==> config.mk <==
export PLATFORM = sky130hd
export DESIGN_NAME = sparkle_seq
export DESIGN_NICKNAME = d
export VERILOG_FILES = /design/src/rtl/sparkle_pkg.sv /design/src/rtl/ms_timebase.sv /design/src/rtl/sparkle_seq.sv
export SDC_FILE = /design/constraint.sdc
export NUM_CORES = 1
export LEC_CHECK = 0
export ABC_AREA = 1
export BUFFER_PORTS_ARGS = -buffer_cell sky130_fd_sc_hd__clkbuf_2
export CORE_MARGIN = 1.5
export CORE_UTILIZATION = 56
export DETAILED_ROUTE_END_ITERATION = 6
export PLACE_DENSITY = 0.76
export REMOVE_ABC_BUFFERS = 1
export SYNTH_ARGS = -nofsm -noshare
export SYNTH_HDL_FRONTEND = slang
export SYNTH_SLANG_ARGS = --single-unit
==> constraint.sdc <==
create_clock -name clk -period 3.55 [get_ports clk]
set_input_delay 0.355 -clock clk [delete_from_list [all_inputs] [get_ports clk]]
set_output_delay 0.355 -clock clk [all_outputs]
set_load 0.03 [all_outputs]
==> src/rtl/sparkle_pkg.sv <==
// Shared types and helpers for the sparkle light-show sequencer.
// Holds the FSM state encoding, LFSR constants and the dropped-light index function.
package sparkle_pkg;

  typedef enum logic [1:0] {
    IDLE,
    TBL_STEP,
    RND_ON,
    RND_OFF
  } state_t;

  localparam logic [15:0] LFSR_SEED = 16'hACE1;
  // Feedback taps at bits 15, 13, 12 and 10
  localparam logic [15:0] LFSR_TAPS = 16'hB400;

  function automatic logic [15:0] lfsr_advance(input logic [15:0] l);
    return {l[14:0], ^(l & LFSR_TAPS)};
  endfunction

  function automatic logic [4:0] drop_index(input logic [15:0] l, input logic [15:0] n);
    return 5'(l % n);
  endfunction

endpackage

==> src/rtl/ms_timebase.sv <==
// Millisecond timebase: a prescaler feeding a ms counter, both cleared on step entry.
// done is high on the final clock of a step lasting max(target,1) milliseconds.
module ms_timebase #(
  parameter int CLKS_PER_MS = 5000,
  parameter int MS_W        = 20
) (
  input  logic            clk,
  input  logic            rst_n,
  input  logic            clear,
  input  logic [MS_W-1:0] target,
  output logic            done
);

  localparam int PW = (CLKS_PER_MS > 1) ? $clog2(CLKS_PER_MS) : 1;

  logic [PW-1:0]   presc_reg;
  logic [MS_W-1:0] ms_reg;
  logic            tick;
  logic [MS_W-1:0] last_ms;

  assign tick    = (presc_reg == PW'(CLKS_PER_MS - 1));
  // A zero duration behaves as one millisecond
  assign last_ms = (target == '0) ? '0 : target - MS_W'(1);
  assign done    = tick && (ms_reg == last_ms);

  always_ff @(posedge clk or negedge rst_n) begin
    if (!rst_n) begin
      presc_reg <= '0;
      ms_reg    <= '0;
    end else if (clear) begin
      presc_reg <= '0;
      ms_reg    <= '0;
    end else if (tick) begin
      presc_reg <= '0;
      ms_reg    <= ms_reg + MS_W'(1);
    end else begin
      presc_reg <= presc_reg + PW'(1);
    end
  end

endmodule

==> src/rtl/sparkle_seq.sv <==
// Light-show sequencer: plays a loadable step table or a random sparkle pattern
// for a programmable number of passes, then pulses finished.
module sparkle_seq
  import sparkle_pkg::*;
#(
  parameter int NUM_LIGHTS  = 8,
  parameter int NUM_STEPS   = 16,
  parameter int CLKS_PER_MS = 5000,
  parameter int MS_W        = 20
) (
  input  logic                         clk,
  input  logic                         rst_n,
  input  logic                         go,
  input  logic                         abort,
  input  logic                         mode,
  input  logic [7:0]                   repeats,
  input  logic [$clog2(NUM_STEPS)-1:0] last_step,
  input  logic [MS_W-1:0]              rand_on_ms,
  input  logic [MS_W-1:0]              rand_off_ms,
  input  logic                         wr_en,
  input  logic [$clog2(NUM_STEPS)-1:0] wr_addr,
  input  logic [NUM_LIGHTS-1:0]        wr_mask,
  input  logic [MS_W-1:0]              wr_dur,
  output logic [NUM_LIGHTS-1:0]        lights,
  output logic                         busy,
  output logic                         finished,
  output logic [$clog2(NUM_STEPS)-1:0] step_idx
);

  localparam int AW = $clog2(NUM_STEPS);

  logic [NUM_LIGHTS-1:0] tbl_mask [NUM_STEPS];
  logic [MS_W-1:0]       tbl_dur  [NUM_STEPS];

  state_t                state_reg,    state_next;
  logic [NUM_LIGHTS-1:0] lights_reg,   lights_next;
  logic [AW-1:0]         step_reg,     step_next;
  logic [MS_W-1:0]       dur_reg,      dur_next;
  logic [7:0]            pass_reg,     pass_next;
  logic [15:0]           lfsr_reg,     lfsr_next;
  logic                  finished_reg, finished_next;
  logic                  mode_reg,     mode_next;
  logic [7:0]            rep_reg,      rep_next;
  logic [AW-1:0]         last_reg,     last_next;
  logic [MS_W-1:0]       on_reg,       on_next;
  logic [MS_W-1:0]       off_reg,      off_next;

  logic                  tb_clear;
  logic                  tb_done;
  logic [MS_W-1:0]       tb_target;
  logic [15:0]           lfsr_adv;
  logic [4:0]            drop;
  logic [NUM_LIGHTS-1:0] drop_mask;
  logic                  pass_end;
  logic [7:0]            pass_inc;

  // Table is written only while idle, so playback always sees a stable table
  always_ff @(posedge clk) begin
    if (wr_en && state_reg == IDLE) begin
      tbl_mask[wr_addr] <= wr_mask;
      tbl_dur[wr_addr]  <= wr_dur;
    end
  end

  always_comb begin
    tb_target = '0;
    case (state_reg)
      TBL_STEP: tb_target = dur_reg;
      RND_ON:   tb_target = on_reg;
      RND_OFF:  tb_target = off_reg;
      default:  tb_target = '0;
    endcase
  end

  ms_timebase #(
    .CLKS_PER_MS(CLKS_PER_MS),
    .MS_W       (MS_W)
  ) u_timebase (
    .clk   (clk),
    .rst_n (rst_n),
    .clear (tb_clear),
    .target(tb_target),
    .done  (tb_done)
  );

  // The dropped light uses the already-advanced LFSR value
  assign lfsr_adv = lfsr_advance(lfsr_reg);
  assign drop     = drop_index(lfsr_adv, 16'(NUM_LIGHTS));
  assign pass_inc = pass_reg + 8'd1;

  always_comb begin
    drop_mask = '1;
    for (int i = 0; i < NUM_LIGHTS; i++) drop_mask[i] = (5'(i) != drop);
  end

  always_comb begin
    state_next    = state_reg;
    lights_next   = lights_reg;
    step_next     = step_reg;
    dur_next      = dur_reg;
    pass_next     = pass_reg;
    lfsr_next     = lfsr_reg;
    finished_next = 1'b0;
    mode_next     = mode_reg;
    rep_next      = rep_reg;
    last_next     = last_reg;
    on_next       = on_reg;
    off_next      = off_reg;
    tb_clear      = 1'b0;
    pass_end      = 1'b0;

    case (state_reg)
      IDLE: begin
        tb_clear = 1'b1;
        if (go) begin
          mode_next = mode;
          rep_next  = repeats;
          last_next = last_step;
          on_next   = rand_on_ms;
          off_next  = rand_off_ms;
          pass_next = '0;
          step_next = '0;
          if (mode) begin
            state_next  = RND_ON;
            lights_next = '1;
          end else begin
            state_next  = TBL_STEP;
            lights_next = tbl_mask[0];
            dur_next    = tbl_dur[0];
          end
        end
      end
      TBL_STEP: begin
        if (tb_done) begin
          tb_clear = 1'b1;
          if (step_reg != last_reg) begin
            step_next   = step_reg + AW'(1);
            lights_next = tbl_mask[step_reg + AW'(1)];
            dur_next    = tbl_dur[step_reg + AW'(1)];
          end else begin
            pass_end = 1'b1;
          end
        end
      end
      RND_ON: begin
        if (tb_done) begin
          tb_clear    = 1'b1;
          lfsr_next   = lfsr_adv;
          lights_next = drop_mask;
          state_next  = RND_OFF;
        end
      end
      RND_OFF: begin
        if (tb_done) begin
          tb_clear = 1'b1;
          pass_end = 1'b1;
        end
      end
      default: state_next = IDLE;
    endcase

    // repeats == 0 never matches a post-increment count of at least 1 before wrap
    if (pass_end) begin
      if (rep_reg != 8'd0 && pass_inc == rep_reg) begin
        state_next    = IDLE;
        lights_next   = '0;
        step_next     = '0;
        pass_next     = '0;
        finished_next = 1'b1;
      end else begin
        pass_next = pass_inc;
        step_next = '0;
        if (mode_reg) begin
          state_next  = RND_ON;
          lights_next = '1;
        end else begin
          state_next  = TBL_STEP;
          lights_next = tbl_mask[0];
          dur_next    = tbl_dur[0];
        end
      end
    end

    if (abort) begin
      state_next    = IDLE;
      lights_next   = '0;
      step_next     = '0;
      pass_next     = '0;
      finished_next = 1'b0;
      tb_clear      = 1'b1;
    end
  end

  always_ff @(posedge clk or negedge rst_n) begin
    if (!rst_n) begin
      state_reg    <= IDLE;
      lights_reg   <= '0;
      step_reg     <= '0;
      dur_reg      <= '0;
      pass_reg     <= '0;
      lfsr_reg     <= LFSR_SEED;
      finished_reg <= 1'b0;
      mode_reg     <= 1'b0;
      rep_reg      <= '0;
      last_reg     <= '0;
      on_reg       <= '0;
      off_reg      <= '0;
    end else begin
      state_reg    <= state_next;
      lights_reg   <= lights_next;
      step_reg     <= step_next;
      dur_reg      <= dur_next;
      pass_reg     <= pass_next;
      lfsr_reg     <= lfsr_next;
      finished_reg <= finished_next;
      mode_reg     <= mode_next;
      rep_reg      <= rep_next;
      last_reg     <= last_next;
      on_reg       <= on_next;
      off_reg      <= off_next;
    end
  end

  assign lights   = lights_reg;
  assign busy     = (state_reg != IDLE);
  assign finished = finished_reg;
  assign step_idx = step_reg;

endmodule

# Yosys cells after proc, flatten, opt, wreduce, memory -nomap -nowiden
# Memories as Yosys holds them, arrays and structs flattened.
# Index checks and enable logic that the tools add are counted.
# Widths: inputs -> output; s select.
# totals
reg_bits,145
ramBits,448
in_bits,90
wordCells,115
memories,2
# memory_table
name,depth,word_bits,rd,rd_clocked_by_memory_dff,write_ports,line,rtl
tbl_dur,16,20,2,0,1,sparkle_seq.sv:33,logic [MS_W-1:0] tbl_dur [NUM_STEPS];
tbl_mask,16,8,2,0,1,sparkle_seq.sv:32,logic [NUM_LIGHTS-1:0] tbl_mask [NUM_STEPS];
# classes
addsub,5
n_eq_ne,18
muxes,54
reduce_logical,22
# op_table
op,n
$mux 20,10
$mux 8,14
$pmux 20 s3,1
$pmux 20 s2,1
$mux 13,2
$pmux 8 s3,1
$add 20x1->20 const B,1
$eq 20x20->1,1
$logic_not 20->1,1
$mux 4,5
$sub 20x1->20 const B,1
$ne 4x4->1 const B,4
$reduce_xor 16->1,1
$mux 2,7
$add 13x1->13 const B,1
$eq 13x13->1 const B,1
$ne 3x3->1 const A,4
$reduce_bool 5->1,2
$mux 1,9
$add 8x1->8 const B,1
$eq 8x8->1,1
$pmux 4 s2,1
$reduce_bool 4->1,2
$reduce_bool 8->1,1
17 further kinds,26

# Logic depth before layout (Yosys ltp)
# depth
depth_word,11
ltp_mapped,28
mapped_depth_nobuf,25

# Hierarchy
# Synthesis repeated with hierarchy kept, for this count alone.
# unflattened
hier_cells,2675
hier_area_um2,26955.9
# modules_own_cells
module,instances,cells_each,area_per_inst_um2
sparkle_seq,1,2236,24213.2
ms_timebase,1,439,2742.6

# Least setup slack after synthesis
# OpenSTA, ideal clock, no wires.
# synth_timing
path_kind,register to register
from,reg state_reg[0]
to,"mem tbl_dur[2][0], enable pin"
arrival_ns,3.106
t_required_ns,3.102
path_slack_ns,-0.004
stages_incl_launch_ff,6
path_cell_list,dfrtp_1 > inv_1 > ha_1 > buf_1 > nand2_1 > nor3_1
# synth_via
elab_chain_cells,4
# synth_rtl
element,line,rtl
"start, declared",sparkle_seq.sv:35,"state_t state_reg, state_next;"
"start signal, assigned",sparkle_seq.sv:209,state_reg <= state_next;
$logic_not 2->1,sparkle_seq.sv:59,if (wr_en && state_reg == IDLE) begin
$logic_and 1x1->1,sparkle_seq.sv:59,
$mux 1,sparkle_seq.sv:59,
$mux 1 (implied by the code),sparkle_seq.sv:61,tbl_dur[wr_addr] <= wr_dur;
"end, declared",sparkle_seq.sv:33,
# Every way passes these cells.

# Worst setup path after layout
# layout_timing
from,reg state_reg[1]
to,reg dur_reg[12]
# layout_via
elab_chain_cells,11
# layout_rtl
element,line,rtl
$eq 2x2->1 (tied with other cells),"sparkle_seq.sv:67, sparkle_seq.sv:112",
$pmux 20 s3,sparkle_seq.sv:67,case (state_reg)
$sub 20x1->20 / $logic_not 20->1 (equally long branches),ms_timebase.sv:23,assign last_ms = (target == '0) ? '0 : target - MS_W'(1);
$mux 20,ms_timebase.sv:23,
$eq 20x20->1,ms_timebase.sv:24,assign done = tick && (ms_reg == last_ms);
$logic_and 1x1->1,ms_timebase.sv:24,
$mux 20,sparkle_seq.sv:134,if (tb_done) begin
$pmux 20 s2,sparkle_seq.sv:112,case (state_reg)
$mux 20,sparkle_seq.sv:173,if (mode_reg) begin
$mux 20,sparkle_seq.sv:164,if (rep_reg != 8'd0 && pass_inc == rep_reg) begin
$mux 20 *,sparkle_seq.sv:163,if (pass_end) begin
net dur_next[12],sparkle_seq.sv:38,"logic [MS_W-1:0] dur_reg, dur_next;"
"end signal, assigned",sparkle_seq.sv:212,dur_reg <= dur_next;
"end, declared",sparkle_seq.sv:38,
# Mark *: on every way through the listed nets, which the timed path passes. The rest lies on a longest branch.
# A chain may end at the register's enable or synchronous reset.

==> impl_metrics.tcl <==
set metrics [dict create \
    outcome "finished with violations" \
    failing_checks "design-rule violations" \
    crit_path_start_kind "register" \
    route.detailed.wl_per_inst_um 21.8 \
    comb_power_share_pct 41.8 \
    tritoncts_clock_tree "done" \
    grt_max_degree 97 \
    cp_data_arrival_time_ps 4000 \
    remaining_routing_drc_violations 14 \
    routed_via_density 6.14 \
    flow.area_growth_from_synthesis_pct 17.6 \
    largest_register_ffs 320 \
    intPower_mw 15.1 \
    finalWorstPathRequiredPeriod_ps 3500 \
    layout_worst_path_cycle_share_pct 98.7 \
    crit_fanout 20 \
    nNetsFinal 2942 \
    synth-edff-count 448 \
    clock_power_share_pct 23.7 \
    finish.instance_area_mm2 0.0316 \
    cts_buffers 58 \
    end_kind "register" \
    report.final.hold_viol_count 0 \
    path_class_of_the_lowest_slack_min_delay_path "in -> reg" \
    finalCoreUtilization_pct 66.4 \
    routed-via-count 21481 \
    vdd_ir_drop_max_v 0.000486 \
    unrepaired_setup_endpoints_after_global_routing "yes" \
    clock_skew_ps 50.9 \
    cap_viol_max_count 0 \
    setup_violations 0 \
    first_global_vias 20547 \
    yosysWarningCount 0 \
    yosys.area.top_type "sky130_fd_sc_hd__edfxtp_1" \
    postSynthRegisterBits 593 \
    ios 104 \
    regMostFlops "tbl_dur" \
    drt_pass1_iterations 7 \
    antenna-diode-count 0 \
    setup.worst_path.class "reg -> reg" \
    hold_sp "wr_dur[4]" \
    final_layout_size_suffix_gt1_share_pct 15.5 \
    yosysTopAreaCellShare_pct 50.1 \
    place.gp.congestion 0.915 \
    power.share.sequential_pct 34.5 \
    timing.final.max_slew_violations 0 \
    cts_htree_levels 2 \
    floorplan.die_area_mm2 0.0493 \
    wire_length_of_the_first_global_routing_pass_um 114000 \
    buffer_ports.inserted 103 \
    detailed_place.area_mm2 0.0285 \
    finalWirelength_um 76200 \
    fp.coreArea_mm2 0.0475 \
    clk_latency_ps 650 \
    p_leak_nw 12.5 \
    number_of_antenna_violations_at_the_first_check_in_global_routing 1 \
    synth_top_cells_by_count "717 x sky130_fd_sc_hd__nand2_1, 448 x sky130_fd_sc_hd__edfxtp_1, 224 x sky130_fd_sc_hd__nor2_1" \
    netlist_area_mm2 0.0269 \
    worst-slew-pin-transition_ps 937 \
    rr_startpoint "state_reg[1]" \
    path_clk_slew_ps 70 \
    post-synth-top-count-cell "sky130_fd_sc_hd__nand2_1" \
    cts-root-to-sink-buffers 3 \
    detail_route.iter0.violations 2890 \
    cp_launch_point "state_reg[1]" \
    initial_utilization_pct 56.5 \
    drt.antenna.violating_nets 0 \
    timing.fmax_ghz 0.285 \
    syn_avg_cell_area_um2 10.1 \
    cts.sink_count 593 \
    globalRouteTotalUtil_pct 30.0 \
    die_w_um 222 \
    switching_share_pct 39.4 \
    fp-row-count 80 \
    worst_ep_required_time_ps 4050 \
    power.net_switching_mw 9.81 \
    cts_root_buf "sky130_fd_sc_hd__clkbuf_16" \
    reg.largest.list "tbl_dur x320, tbl_mask x128" \
    timing.max_slew.rel_slack_pct 37.4 \
    postSynthCellCount 2653 \
    synth.top_cells.by_area "sky130_fd_sc_hd__edfxtp_1 50%, sky130_fd_sc_hd__dfrtp_1 13%, sky130_fd_sc_hd__nand2_1 10%" \
    post-dp-hpwl_um 44700 \
    power_per_unit_of_standard_cell_area_mw_per_mm2 789 \
    ys_dominant_reg_cell "sky130_fd_sc_hd__edfxtp_1" \
    chipHeight_um 222 \
    synth.yosys.seq_area_share_pct 63.6 \
    final.hold.worst_slack_ps 92.7 \
    ys_types 47 \
    globalRouteOverflowTotal 0 \
    async_reset_ff_share_pct 24.5 \
]
==> per-stage QoR <==
stage	setup TNS (ps)	total power, mW	cells	worst slack [ps]
2_1_floorplan	-194260	14.7	2507	-4910
3_3_place_gp	0	17.3	3304	126
4_1_cts	0	23.5	3462	16.7
3_5_place_dp	0	17.6	3304	32.4
5_1_grt	-6090	26.2	3501	-173
6_report	0	24.9	3501	45.3
==> per-layer routing <==
metal  share of wire, %  global-route usage, %
met2                 47                   48.1
met4                4.0                   12.2
met1                 39                   41.2
met5              0.016                      0
met3                 10                   4.72
==> cell usage in the layout, fill, tap and decap left out, types with 89 or more instances in the layout <==
| cell | Yosys | layout |
|---|---|---|
| sky130_fd_sc_hd__nand2_1 | 717 | 681 |
| sky130_fd_sc_hd__edfxtp_1 | 448 | 448 |
| sky130_fd_sc_hd__nor2_1 | 224 | 207 |
| sky130_fd_sc_hd__o21ai_0 | 181 | 181 |
| sky130_fd_sc_hd__nand3_1 | 181 | 168 |
| sky130_fd_sc_hd__dfrtp_1 | 137 | 134 |
| sky130_fd_sc_hd__inv_1 | 135 | 130 |
| sky130_fd_sc_hd__a21oi_1 | 120 | 119 |
| sky130_fd_sc_hd__clkbuf_2 | 0 | 102 |
| sky130_fd_sc_hd__buf_4 | 2 | 89 |
==> final timing paths <==
check,endpoint,slack [ps],cells past startpoint
min in group asynchronous,lfsr_reg[3],370,2
max in group asynchronous,on_reg[10],2310,3
hold reg to reg,u_timebase.presc_reg[0],460,1
hold / removal,tbl_dur[9][4],90,1
setup reg to reg,dur_reg[12],50,23
setup / recovery,dur_reg[12],50,23
==> cells by family (layout without fill, tap and decap cells) <==
| group | Yosys count | after routing | synth area share (%) |
|---|---|---|---|
| and+or+nand+nor | 1256 | 1256 | 19.8 |
| DFF | 593 | 593 | 63.6 |
| AOI/OAI and AO/OA | 457 | 457 | 10.3 |
| buffers and inverters | 298 | 531 | 4.50 |
| xor gates and xnor gates | 39 | 39 | 1.27 |
| adders and majority gates | 10 | 10 | 0.466 |
==> area by class of cell <==
class                   instances  area [um^2]
inverters                     152          586
repair buffers                275         2270
clock buffers                  78         1600
well taps                     615          769
multi-input cells            1762         9050
fillers                      3436        16000
flip-flops and latches        593        17100
clock inverters                26          206
==> critical path, stage by stage (launching register included) <==
cell,delay (ps)
sky130_fd_sc_hd__dfrtp_2,470
sky130_fd_sc_hd__ha_4,190
sky130_fd_sc_hd__buf_4,150
sky130_fd_sc_hd__nand2_1,60
sky130_fd_sc_hd__nand3_1,80
sky130_fd_sc_hd__nand2_2,120
sky130_fd_sc_hd__ha_4,170
sky130_fd_sc_hd__nand3_4,100
sky130_fd_sc_hd__nor2_4,160
sky130_fd_sc_hd__nand3_4,130
sky130_fd_sc_hd__clkbuf_16,180
sky130_fd_sc_hd__buf_6,140
sky130_fd_sc_hd__nand3_1,90
sky130_fd_sc_hd__nand2_1,60
sky130_fd_sc_hd__nor2_1,140
sky130_fd_sc_hd__nand3b_1,140
sky130_fd_sc_hd__nor2_4,180
sky130_fd_sc_hd__buf_4,140
sky130_fd_sc_hd__nand3_1,100
sky130_fd_sc_hd__buf_6,200
sky130_fd_sc_hd__nand3_1,90
sky130_fd_sc_hd__nand3_1,70
sky130_fd_sc_hd__nor2_1,110
sky130_fd_sc_hd__nor2_1,60
==> power groups by stage <==
stage | Clock, mW | Sequential, mW | Combinational, mW
4_1_cts | 5.95 | 8.53 | 9.06
3_5_place_dp | 0 | 8.66 | 8.93
3_3_place_gp | 0 | 8.64 | 8.70
2_1_floorplan | 0 | 8.73 | 5.95
5_1_grt | 6.20 | 8.62 | 11.4
6_report | 5.91 | 8.59 | 10.4
==> what timing repair did <==
action	in CTS	in global routing
setup endpoints to repair	1	90
cloned	0	6
pin swaps	0	27
endpoints found under the hold margin	133	0
hold buffers	54	0
gates resized for setup	1	102
buffers inserted	0	34
Note: power is estimated with default switching activity, not from simulation.
